### src/rtl/vertex_sequencer.sv
// Frame-level vertex sequencer: latches a shape at frame start, snapshots the shape LUT,
// then streams its vertices downstream one per valid/ready handshake.
module vertex_sequencer #(
    parameter int MAX_VERTS = 12,
    parameter int VW        = 48
) (
    input  logic                    clk,
    input  logic                    resetn,
    input  logic                    frame_start,
    input  logic [1:0]              shape_req,
    output logic [1:0]              lut_shapeselect,
    input  logic [MAX_VERTS*VW-1:0] lut_verts,
    input  logic [3:0]              lut_num,
    output logic                    vtx_valid,
    input  logic                    vtx_ready,
    output logic [VW-1:0]           vtx_data,
    output logic [3:0]              vtx_idx,
    output logic                    vtx_last,
    output logic                    busy,
    output logic                    frame_done,
    output logic [1:0]              shape_active
);

    typedef enum logic [1:0] {IDLE, LOAD, STREAM, DONE} state_t;

    state_t      state_q, state_d;
    logic [1:0]  shape_q;
    logic        pend_q;
    logic [1:0]  pend_shape_q;
    logic [3:0]  n_q;
    logic [3:0]  idx_q;
    logic [3:0]  num_clamp;
    logic [VW-1:0] snap [MAX_VERTS];

    assign num_clamp = (lut_num > 4'(MAX_VERTS)) ? 4'(MAX_VERTS) : lut_num;

    // NOTE: every signal driven here gets a default first so no latch is inferred.
    always_comb begin
        state_d = state_q;
        case (state_q)
            IDLE:    if (frame_start) state_d = LOAD;
            LOAD:    state_d = (num_clamp == 4'd0) ? DONE : STREAM;
            STREAM:  if (vtx_ready && vtx_last) state_d = DONE;
            DONE:    state_d = (pend_q || frame_start) ? LOAD : IDLE;
            default: state_d = IDLE;
        endcase
    end

    // NOTE: sequential state uses non-blocking assignments only.
    always_ff @(posedge clk) begin
        if (!resetn) begin
            state_q      <= IDLE;
            shape_q      <= 2'd0;
            pend_q       <= 1'b0;
            pend_shape_q <= 2'd0;
            n_q          <= 4'd0;
            idx_q        <= 4'd0;
        end else begin
            state_q <= state_d;
            case (state_q)
                IDLE: if (frame_start) shape_q <= shape_req;
                LOAD: begin
                    n_q   <= num_clamp;
                    idx_q <= 4'd0;
                end
                STREAM: if (vtx_ready && !vtx_last) idx_q <= idx_q + 4'd1;
                DONE: begin
                    // A request arriving in this very cycle is the newest one, so it wins.
                    if (frame_start)  shape_q <= shape_req;
                    else if (pend_q)  shape_q <= pend_shape_q;
                    pend_q <= 1'b0;
                end
                default: ;
            endcase
            if (frame_start && (state_q == LOAD || state_q == STREAM)) begin
                pend_q       <= 1'b1;
                pend_shape_q <= shape_req;
            end
        end
    end

    // NOTE: the snapshot is plain storage and deliberately has no reset; it is only read after a LOAD.
    always_ff @(posedge clk) begin
        if (state_q == LOAD) begin
            for (int k = 0; k < MAX_VERTS; k++) begin
                snap[k] <= lut_verts[k*VW +: VW];
            end
        end
    end

    assign vtx_valid       = (state_q == STREAM);
    assign vtx_data        = vtx_valid ? snap[idx_q] : '0;
    assign vtx_idx         = idx_q;
    assign vtx_last        = vtx_valid && (idx_q == n_q - 4'd1);
    assign busy            = (state_q != IDLE);
    assign frame_done      = (state_q == DONE);
    assign shape_active    = shape_q;
    assign lut_shapeselect = shape_q;

endmodule
### config.mk
export PLATFORM = sky130hd
export DESIGN_NAME = vertex_sequencer
export DESIGN_NICKNAME = d
export VERILOG_FILES = /design/src/rtl/vertex_sequencer.sv
export SDC_FILE = /design/constraint.sdc
export NUM_CORES = 1
export LEC_CHECK = 0
export ABC_AREA = 1
export CORE_AREA = 3 3 253 255
export CTS_CLUSTER_SIZE = 40
export DETAILED_ROUTE_END_ITERATION = 12
export DIE_AREA = 0 0 256 258
export GPL_ROUTABILITY_DRIVEN = 0
export PLACE_DENSITY = 0.65
export SYNTH_ARGS = -nofsm -noshare
export SYNTH_HDL_FRONTEND = slang
export SYNTH_SLANG_ARGS = --single-unit
export TNS_END_PERCENT = 10
### constraint.sdc
create_clock -name clk -period 18.72 [get_ports clk]
set_input_delay 2.808 -clock clk [delete_from_list [all_inputs] [get_ports clk]]
set_output_delay 2.808 -clock clk [all_outputs]
set_load 0.05 [all_outputs]
== After elaboration in Yosys (flattened, before gate mapping) ==
Memories as Yosys holds them, arrays and structs flattened. A register that Yosys moved wholly into a read port is not among the register bits.
Cells that the tools add are included.
Word-level totals
  flip-flop bits (word level): 15
  RAM bits: 576
  word-level logic and storage cells: 53
  memories: 1
Cells by class
  reduce and logical (&&, ||, !) cells: 16
  $lt $le $gt $ge: 1
  add/subtract/negate cells: 2
  equality and inequality tests: 8
  mux-type cells: 19
Memory list
  snap: depth 12, bits a word 48, rd ports 1, clocked after memory_dff 1, write ports 12, RTL line 33  | logic [VW-1:0] snap [MAX_VERTS];
Operators with widths (count)
  48-bit 2-to-1 mux: 1
  4-bit 2-to-1 mux: 4
  2-bit 2-to-1 mux: 5
  2-bit one-hot mux with 4 select lines: 1
  4-bit one-hot mux with 2 select lines: 1
  2-bit nonzero test: 4
  1-bit 2-to-1 mux: 6
  4-bit by 1-bit adder with 4-bit output, second input constant: 1
  2-bit equality test, second input constant: 2
  4-bit equality test: 1
  4-bit > comparator, second input constant: 1
  1-bit logical AND: 4
  4-bit zero test: 1
  2-bit by 1-bit != test with 1-bit output, second input constant: 2
  2-bit one-hot mux with 2 select lines: 1
  2-bit AND reduction: 2
  4-bit by 1-bit subtractor with 4-bit output, second input constant: 1
  3-bit by 2-bit != test with 1-bit output, second input constant: 1
  3-bit AND reduction: 1
  2-bit by 1-bit equality test with 1-bit output, second input constant: 1
  2-bit zero test: 1
  1-bit logical OR: 2
  2-bit != test, second input constant: 1
  1-bit zero test: 1

== Logic depth before layout (Yosys ltp) ==
Gate-level depths: netlist of the first run.
  depth after elaboration: 9
  depth in mapped cells: 13
  mapped depth without buffers: 13

== Least setup slack after synthesis of the first run ==
Ideal clock, no wire load.
  kind: register to register
  start point: reg state_q[0]
  end point: reg state_q[0]
  period minus slack after synthesis: 16.447 ns
  arrival: 16.384 ns
  buffers on the path: 0
  path slack: 2.273 ns
  stages on the path, launching flop included: 8
  setup time: 0.064 ns
  required time: 18.656 ns
  cells stage by stage: dfxtp_1 -> ha_1 -> inv_1 -> nor2_1 -> a211oi_1 -> nand3_1 -> nand2_1 -> nor2_1
Between the ends
  longest elaborated chain between the ends: 5
  elaborated cells on any way between the ends: 10
  those cells by class: eq/ne (5); mux (1); reduce/logical (4)
RTL lines
  start: declaration: RTL line 26  | state_t state_q, state_d;
  start signal: assignment: RTL line 59  | state_q <= state_d;
  2-bit equality test: RTL line 40, 91
  1-bit logical AND: RTL line 94  | assign vtx_last = vtx_valid && (idx_q == n_q - 4'd1);
  1-bit logical AND: RTL line 43  | STREAM: if (vtx_ready && vtx_last) state_d = DONE;
  2-bit by 1-bit != test with 1-bit output (no line)
  2-bit AND reduction (no line)
Parallel ways exist; a longest one is shown, timed or not.
A chain may end at the register's enable or synchronous reset.

==> results of run 1 <==
cell families (layout without fill, tap and decap cells):
logic type,Yosys count,count (layout),synth area share
AO/OA/AOI/OAI,441,441,0.103
other,0,21,0
buffers and inverters,149,807,0.0319
AND/OR/NAND/NOR,628,628,0.106
adder cells (fa/ha/maj),7,7,0.00373
flip-flops,595,595,0.753
XOR/XNOR,4,4,0.00149
metal layers:
| layer | wire (um) | GRT usage |
|---|---|---|
| met1 | 29300 | 0.270 |
| met5 | 92 | 0 |
| met3 | 7480 | 0.0747 |
| met4 | 3640 | 0.107 |
| met2 | 43000 | 0.438 |
path summary, 6_finish.rpt:
kind	start	end	slack (ns)
setup / recovery	flop	vtx_data[29]	11.22
hold / removal	pend_shape_q[1]	lut_shapeselect[1]	0.48
setup reg to reg	state_q[1]	snap[2][47]	15.17
hold reg to reg	pend_shape_q[1]	lut_shapeselect[1]	0.48
flip-flops by register name, indices dropped and copies added (netlist names), named ones only:
register	flops
snap	576
state_q	2
pend_q	1
vtx_idx	4
n_q	4
pend_shape_q	2
lut_shapeselect	2
power groups by stage:
stage                     Clock, mW  Combinational (mW)  Sequential (mW)
after detailed placement          0                1.04             2.05
after CTS                      1.22                1.05             2.03
after global routing           1.27                1.12             2.05
after global placement            0                1.02             2.04
after floorplan                   0               0.621             2.32
final                          1.19                1.03             2.03
worst max-delay path, stage by stage, from the launching register on:
cell             delay [ns]
dfxtp_4                0.57
inv_8                  0.61
buf_4                  0.86
nand2_1                0.11
nand3_1                0.11
nand2_1                0.07
a31oi_1                0.28
a21oi_1                0.17
a21oi_1                0.25
clkdlybuf4s50_1        0.85
cell usage in the layout, fill, tap and decap left out, drive strengths merged:
cell	instances
clkinvlp	2
nand3b	1
nand3	102
a31oi	50
a21oi	65
clkinv	29
a21boi	2
nor2	231
dfxtp	19
a211oi	2
nand2	292
clkbuf	85
clkdlybuf4s50	645
o21ai	225
buf	16
diode	21
xnor2	1
ha	7
xor2	3
nor3	2
edfxtp	576
o22ai	75
o211ai	22
bufinv	1
inv	29
layout make-up:
cell class	instances	area share
inverters	27	0.00346
multi-input cells	1080	0.155
clock buffers	85	0.0530
clock inverters	34	0.00727
diodes	21	0.00162
repair buffers	661	0.203
flip-flops and latches	595	0.544
well taps	837	0.0322
stage by stage:
step	total power [mW]	setup WS (ns)	hold slack (ns)	utilization	std cells
after global placement	3.07	11.89	0.462	0.494	3200
after CTS	4.29	11.20	0.486	0.525	3319
after floorplan	2.94	2.27	0.451	-	1824
final	4.26	11.22	0.482	0.526	3340
after global routing	4.45	10.99	0.501	0.526	3332
after detailed placement	3.10	11.84	0.474	0.494	3200
==> flow_summary.yaml, run 1 <==
synth:
  synth_top_area_share: 0.737
  ys_seq_area_frac: 0.753
  post-synth-top-count-cell: "edfxtp_1"
  netlist_top_cells_count: "edfxtp_1, nand2_1, nor2_1"
  synthesis.nets: 2417
  syn_avg_cell_area_um2: 12.9
  synth_cell_type_count: 27
  synth_area_leader_cell: "edfxtp_1"
  ys_ff_latch: 595
  synthTopCellsByArea: "edfxtp_1, nand2_1, o21ai_0"
  synth_edf_count: 576
  ys_warn_count: 0
  synth_cells: 1824
  synth.cell_area_um2: 23500
  ys_async_sr_fraction: 0
  synthFlopType: "edfxtp_1"
detailed_routing:
  ant_nets: 0
  firstDrtPassIters: 5
  wl_um: 83500
  wl_per_cell_um: 25.0
  vias: 17510
  drt_drc_violations_left: 0
  via_per_inst: 5.24
  drt_iter0_drc: 1638
critical_path:
  cp_max_fo: 112
  critical_path_arrival_ns: 4.69
  rr_worst_depth: 4
  critPathRequiredTime_ns: 15.91
  startpoint_type: "flop"
  crit_type: "flop to primary output"
  endpoint_kind: "primary output"
floorplanning:
  num_io_pins: 646
  die_h_um: 258
  initial_core_util: 0.380
  die_area_um2: 66000
  die-width_um: 256
  num_rows: 91
  core_um2: 61800
pwr:
  worst_ir_drop_vdd_mv: 0.0885
  power_switching_mw: 1.35
  p_int_mw: 2.91
  p_leak_nw: 11.1
  p_clk_frac: 0.281
  swShare: 0.317
  seqPwrFrac: 0.477
  power_frac_comb: 0.243
  p_per_area_nw_per_um2: 131
clock_network:
  post-cts-setup-buffers: 0
  cts_root_buffer: "clkbuf_16"
  hold_buffers: 0
  cts_resized: 0
  cts_tree: "yes"
  clkSinkCount: 595
  clkLatencyLatePin_ns: 0.60
  cts_buffers: 66
  htreeDepth: 3
  clk_path_buf_depth: 3
  clkTransAtPathRegs_ns: 0.06
layout:
  n_fill_cell: 5321
  multi_input_area_um2: 5060
  final_area_um2: 32500
  final_nets: 3024
  area_growth_pct: 38.6
  final_layout_size_suffix_gt1_frac: 0.0451
  regArea_um2: 17700
timing:
  setup_tns_ns: 0
  rsz0062_at_grt: "false"
  relSlewSlack: 0.214
  fmax_ghz: 0.133
  setup_viol: 0
  tightestPinTransition_ns: 1.18
  min_period_ns: 7.50
  finalCritPeriodShare: 0.401
  fin_skew_ns: 0.0254
  drv_slew: 0
  hold_violations: 0
run:
  maxCapViolations: 0
place:
  hpwl_um: 58100
  placed_cell_area_um2: 30500
  portBuffers: 645
min_path:
  worstHoldPathCells: 2
  hold_class: "flop to flop"
global_route:
  grt_max_degree: 200
  grt_pass1_vias: 18027
  grt_usage: 0.245
  grt_overflow: 0
  grt_pass1_wl_um: 119000
  antenna_found_initial: 29
status:
  status: "finished, final reports clean"
Note: power is estimated with default switching activity, not from simulation.
==> run 2: changes to the inputs <==
--- a/config.mk
+++ b/config.mk
@@ -6,12 +6,12 @@
 export NUM_CORES = 1
 export LEC_CHECK = 0
 export ABC_AREA = 1
-export CORE_AREA = 3 3 253 255
+export CORE_AREA = 3 3 250 252
 export CTS_CLUSTER_SIZE = 40
 export DETAILED_ROUTE_END_ITERATION = 12
-export DIE_AREA = 0 0 256 258
+export DIE_AREA = 0 0 253 255
 export GPL_ROUTABILITY_DRIVEN = 0
-export PLACE_DENSITY = 0.65
+export PLACE_DENSITY = 0.69
 export SYNTH_ARGS = -nofsm -noshare
 export SYNTH_HDL_FRONTEND = slang
 export SYNTH_SLANG_ARGS = --single-unit
==> constraint.sdc (replaced) <==
create_clock -name clk -period 6.4 [get_ports clk]
set_input_delay 0.96 -clock clk [delete_from_list [all_inputs] [get_ports clk]]
set_output_delay 0.96 -clock clk [all_outputs]
set_load 0.05 [all_outputs]
==> run 2 against run 1 <==
  * Total power rose to 2.9 times the previous value
  * Count of clock-buffer cells in the layout unchanged
  * Critical path type unchanged
  * Largest power group unchanged
  * Register-to-register slack got worse by 12 ns
==> flow_summary.yaml, run 2 (synthesized netlist as in run 1, its figures left out) <==
status:
  status: "finished, final reports clean"
global_route:
  grt_overflow: 0
  grt_pass1_wl_um: 113000
  grt_max_degree: 187
  antenna_found_initial: 26
  grt_usage: 0.241
  grt_pass1_vias: 17493
pwr:
  worst_ir_drop_vdd_mv: 0.300
  p_int_mw: 8.61
  p_clk_frac: 0.287
  p_leak_nw: 11.2
  swShare: 0.313
  power_switching_mw: 3.93
  seqPwrFrac: 0.472
  power_frac_comb: 0.242
  p_per_area_nw_per_um2: 385
timing:
  finalCritPeriodShare: 0.801
  setup_viol: 0
  relSlewSlack: 0.265
  hold_violations: 0
  min_period_ns: 5.12
  rsz0062_at_grt: "false"
  setup_tns_ns: 0
  tightestPinTransition_ns: 1.10
  fmax_ghz: 0.195
  hold-worst-slack_ns: 0.489
  postLayoutSetupSlackWorst_ns: 1.28
  fin_skew_ns: 0.0160
  drv_slew: 0
detailed_routing:
  drt_iter0_drc: 1765
  vias: 17620
  firstDrtPassIters: 5
  wl_um: 80800
  drt_drc_violations_left: 0
  ant_nets: 0
  wl_per_cell_um: 24.6
  via_per_inst: 5.38
clock_network:
  clk_path_buf_depth: 3
  cts_root_buffer: "clkbuf_16"
  cts_tree: "yes"
  clkLatencyLatePin_ns: 0.59
  clkTransAtPathRegs_ns: 0.06
  post-cts-setup-buffers: 0
  htreeDepth: 3
  cts_buffers: 66
  clkSinkCount: 595
  hold_buffers: 0
  cts_resized: 0
floorplanning:
  initial_core_util: 0.389
  num_io_pins: 646
  num_rows: 90
  die_area_um2: 64500
  die_h_um: 255
  core_um2: 60400
  die-width_um: 253
critical_path:
  worst-path-buf-inv: 3
  rrSetupSlack_ns: 3.44
  path_cells: "inv_8, buf_12, o21ai_0, o22ai_1, o21ai_0, a21oi_1, clkdlybuf4s50_1"
  startpoint_type: "flop"
  worst-path-stages: 7
  critPathRequiredTime_ns: 5.44
  critical_path_arrival_ns: 4.16
  endpoint_kind: "primary output"
  crit_path_frequent_cell: "o21ai_0"
  crit_path_end: "vtx_data[23]"
  cp_slowest_cell: "clkdlybuf4s50_1"
  cp_max_fo: 149
  crit_type: "flop to primary output"
  r2r_start: "state_q[0]"
  critPathMaxStageDelay_ns: 0.85
  path_delay_family: "buffers and inverters"
  rr_worst_depth: 11
place:
  hpwl_um: 56400
  place_ws_ns: 1.97
  placed_cell_area_um2: 30500
  portBuffers: 645
run:
  maxCapViolations: 0
layout:
  final_util: 0.539
  n_fill_cell: 4984
  final_layout_size_suffix_gt1_frac: 0.0460
  regMostFlops: "snap"
  layout_commonest_cell: "clkdlybuf4s50_1"
  multi_input_area_um2: 5060
  area_growth_pct: 38.7
  regArea_um2: 17700
  final_nets: 3024
  final_area_um2: 32600
  largest_reg_flops: 576
  final_cell_mix: "clkdlybuf4s50_1, edfxtp_1, nand2_1"
min_path:
  hold_class: "flop to flop"
run 2: cell types whose count changed in the layout (fill, tap and decap cells not counted):
cell	change
diode_2	-5
buf_4	-2
clkbuf_1	-4
clkinv_2	-5
inv_6	+1
clkbuf_8	+2
clkinvlp_4	+1
bufinv_16	+1
buf_12	+2
clkinv_1	-2
clkbuf_16	+2
run 2: worst min path at each step:
| stage | from | cells after the start | slack (ns) | end |
|---|---|---|---|---|
| after floorplan | pend_q | 2 | 0.45 | pend_q |
| after global placement | pend_q | 2 | 0.46 | pend_q |
| after detailed placement | pend_shape_q[1] | 2 | 0.47 | pend_shape_q[1] |
| after CTS | pend_shape_q[1] | 2 | 0.49 | pend_shape_q[1] |
| after global routing | pend_shape_q[1] | 2 | 0.51 | pend_shape_q[1] |
| final | pend_shape_q[1] | 2 | 0.49 | pend_shape_q[1] |
run 2: power by group through the flow:
stage	combinational (mW)	sequential, mW	clock [mW]
after floorplan	1.81	6.10	0
after global placement	2.99	5.96	0
after detailed placement	3.06	5.98	0
after CTS	3.07	5.91	3.67
after global routing	3.27	5.98	3.81
final	3.04	5.92	3.59
run 2: final cells by class:
class / instances / area share
diodes: 16 / 0.00123
repair buffers: 661 / 0.204
clock inverters: 30 / 0.00769
flip-flops and latches: 595 / 0.543
inverters: 27 / 0.00346
multi-input cells: 1080 / 0.155
well taps: 782 / 0.0301
clock buffers: 85 / 0.0549
run 2: routing by layer:
layer,share of wire,global-route usage
met5,0.0027,0
met2,0.51,0.429
met3,0.10,0.0713
met4,0.042,0.105
met1,0.35,0.270
run 2: per-stage QoR:
| step | power [mW] | std cells |
|---|---|---|
| floorplan | 7.91 | 1824 |
| global placement | 8.95 | 3145 |
| detailed placement | 9.04 | 3145 |
| CTS | 12.6 | 3260 |
| global route | 13.1 | 3269 |
| finish | 12.5 | 3276 |
run 2: worst reg2reg max path, delay by kind of cell, from the launching register on:
kind,cells,cell delay [ns]
DFF,1,0.37
buffers and inverters,2,0.65
AOI/OAI and AO/OA,1,0.34
and+or+nand+nor,7,0.87
adders and majority gates,1,0.60
==> run 3: changes to the inputs <==
==> constraint.sdc (replaced) <==
create_clock -name clk -period 4.25 [get_ports clk]
set_input_delay 0.6375 -clock clk [delete_from_list [all_inputs] [get_ports clk]]
set_output_delay 0.6375 -clock clk [all_outputs]
set_load 0.05 [all_outputs]
==> run 3 against run 2 <==
  * Total power is 51% higher
  * Clock skew is 0.0021 ns higher
  * Sequential cell count stayed put
  * Largest power group unchanged
  * Critical path type unchanged
  * Global-route usage hardly changed
==> flow_summary.yaml, run 3 (synthesized netlist as in run 1, its figures left out) <==
status:
  status: "finished, final reports clean"
global_route:
  grt_overflow: 0
  grt_usage: 0.241
  antenna_found_initial: 26
  grt_max_degree: 135
  grt_pass1_wl_um: 114000
  grt_pass1_vias: 17840
detailed_routing:
  vias: 17701
  ant_nets: 0
  drt_iter0_drc: 1558
  firstDrtPassIters: 8
  wl_per_cell_um: 24.6
  drt_drc_violations_left: 0
  via_per_inst: 5.36
  wl_um: 81300
timing:
  tightestPinTransition_ns: 0.918
  min_period_ns: 3.82
  fmax_ghz: 0.262
  rsz0062_at_grt: "false"
  relSlewSlack: 0.388
  fin_skew_ns: 0.0181
  drv_slew: 0
  setup_viol: 0
  finalCritPeriodShare: 0.898
  hold_violations: 0
min_path:
  hold_class: "flop to flop"
  worstHoldStart: "pend_shape_q[0]"
  worstHoldPathCells: 2
floorplanning:
  initial_core_util: 0.389
  core_um2: 60400
  die_h_um: 255
  die-width_um: 253
  num_io_pins: 646
  die_area_um2: 64500
  num_rows: 90
pwr:
  p_leak_nw: 11.5
  p_per_area_nw_per_um2: 577
  worst_ir_drop_vdd_mv: 0.380
critical_path:
  startpoint_type: "flop"
  crit_type: "flop to primary output"
  critical_path_arrival_ns: 3.18
  r2r_start: "state_q[0]"
  critPathRequiredTime_ns: 3.61
  cp_max_fo: 134
  rr_worst_depth: 10
  endpoint_kind: "primary output"
layout:
  final_layout_size_suffix_gt1_frac: 0.0747
  largest_reg_flops: 576
  n_fill_cell: 4923
  final_cell_mix: "clkdlybuf4s50_1, edfxtp_1, nand2_1"
  regMostFlops: "snap"
  final_nets: 3042
  final_area_um2: 32900
  stdcell_count: 3303
  layout_commonest_cell: "clkdlybuf4s50_1"
  area_growth_pct: 40.1
place:
  hpwl_um: 59000
  portBuffers: 645
  dp.cells: 3168
  placed_cell_area_um2: 30800
clock_network:
  hold_buffers: 0
  cts_resized: 0
  clk_path_buf_depth: 3
  clkTransAtPathRegs_ns: 0.06
  cts_buffers: 61
  post-cts-setup-buffers: 0
  cts_tree: "yes"
  clkLatencyLatePin_ns: 0.61
  htreeDepth: 2
  cts_root_buffer: "clkbuf_16"
  clkSinkCount: 595
run:
  maxCapViolations: 0
-- run 3: cell count changes in the layout (fill, tap and decap cells not counted), moves of 2 or more --
cell / previous run / this run
clkdlybuf4s50_1: 645 / 600
buf_4: 11 / 54
clkinv_8: 3 / 0
clkbuf_1: 15 / 18
buf_12: 5 / 30
clkinv_2: 6 / 13
clkinv_1: 11 / 6
inv_6: 4 / 1
clkbuf_8: 2 / 7
diode_2: 16 / 19
clkbuf_16: 68 / 63
bufinv_16: 2 / 4
-- run 3: critical path: stages, from the launching register on --
cell and delay (ns):
dfxtp_4 0.42, buf_12 0.36, nand2_1 0.13, nand3_1 0.12, nand3_1 0.12, a31oi_1 0.34, clkdlybuf4s50_1 0.88
-- run 3: routing by layer --
layer	vias to the layer above	share of wire	GRT usage
li1	7962	-	-
met1	8508	0.35	0.276
met2	1012	0.49	0.411
met3	197	0.10	0.0691
met4	22	0.054	0.130
met5	-	0.0020	0
-- run 3: path summary, 6_finish.rpt --
kind	slack (ns)	endpoint
max reg2reg	1.98	flop
min	0.49	pend_shape_q[0]
min reg2reg	0.49	pend_shape_q[0]
max	0.43	vtx_data[41]
-- run 3: final cells by class --
| class | count | area [um2] | share of cell area |
|---|---|---|---|
| flip-flops and latches | 595 | 17700 | 0.538 |
| repair buffers | 684 | 7010 | 0.213 |
| multi-input cells | 1080 | 5060 | 0.154 |
| clock buffers | 88 | 1740 | 0.0529 |
| well taps | 782 | 978 | 0.0298 |
| clock inverters | 28 | 249 | 0.00757 |
| inverters | 27 | 113 | 0.00342 |
| diodes | 19 | 47.5 | 0.00145 |
-- run 3: report_power, final --
group	leakage, nW	internal [mW]	switching, mW	total [mW]
Combinational	4.94	1.57	3.25	4.82
Clock	0.974	3.08	2.21	5.29
Sequential	5.53	8.42	0.432	8.85
-- run 3: through the flow --
stage / setup slack [ns] / util / TNS (ns) / power (mW) / hold slack, ns
final: 0.432 / 0.545 / 0 / 19.0 / 0.493
after global routing: 0.250 / 0.545 / 0 / 19.8 / 0.509
after CTS: 0.398 / 0.544 / 0 / 19.1 / 0.487
after detailed placement: 1.09 / 0.511 / 0 / 13.8 / 0.477
after global placement: 1.07 / 0.511 / 0 / 13.7 / 0.458
after floorplan: -1.51 / - / -441.78 / 11.9 / 0.451
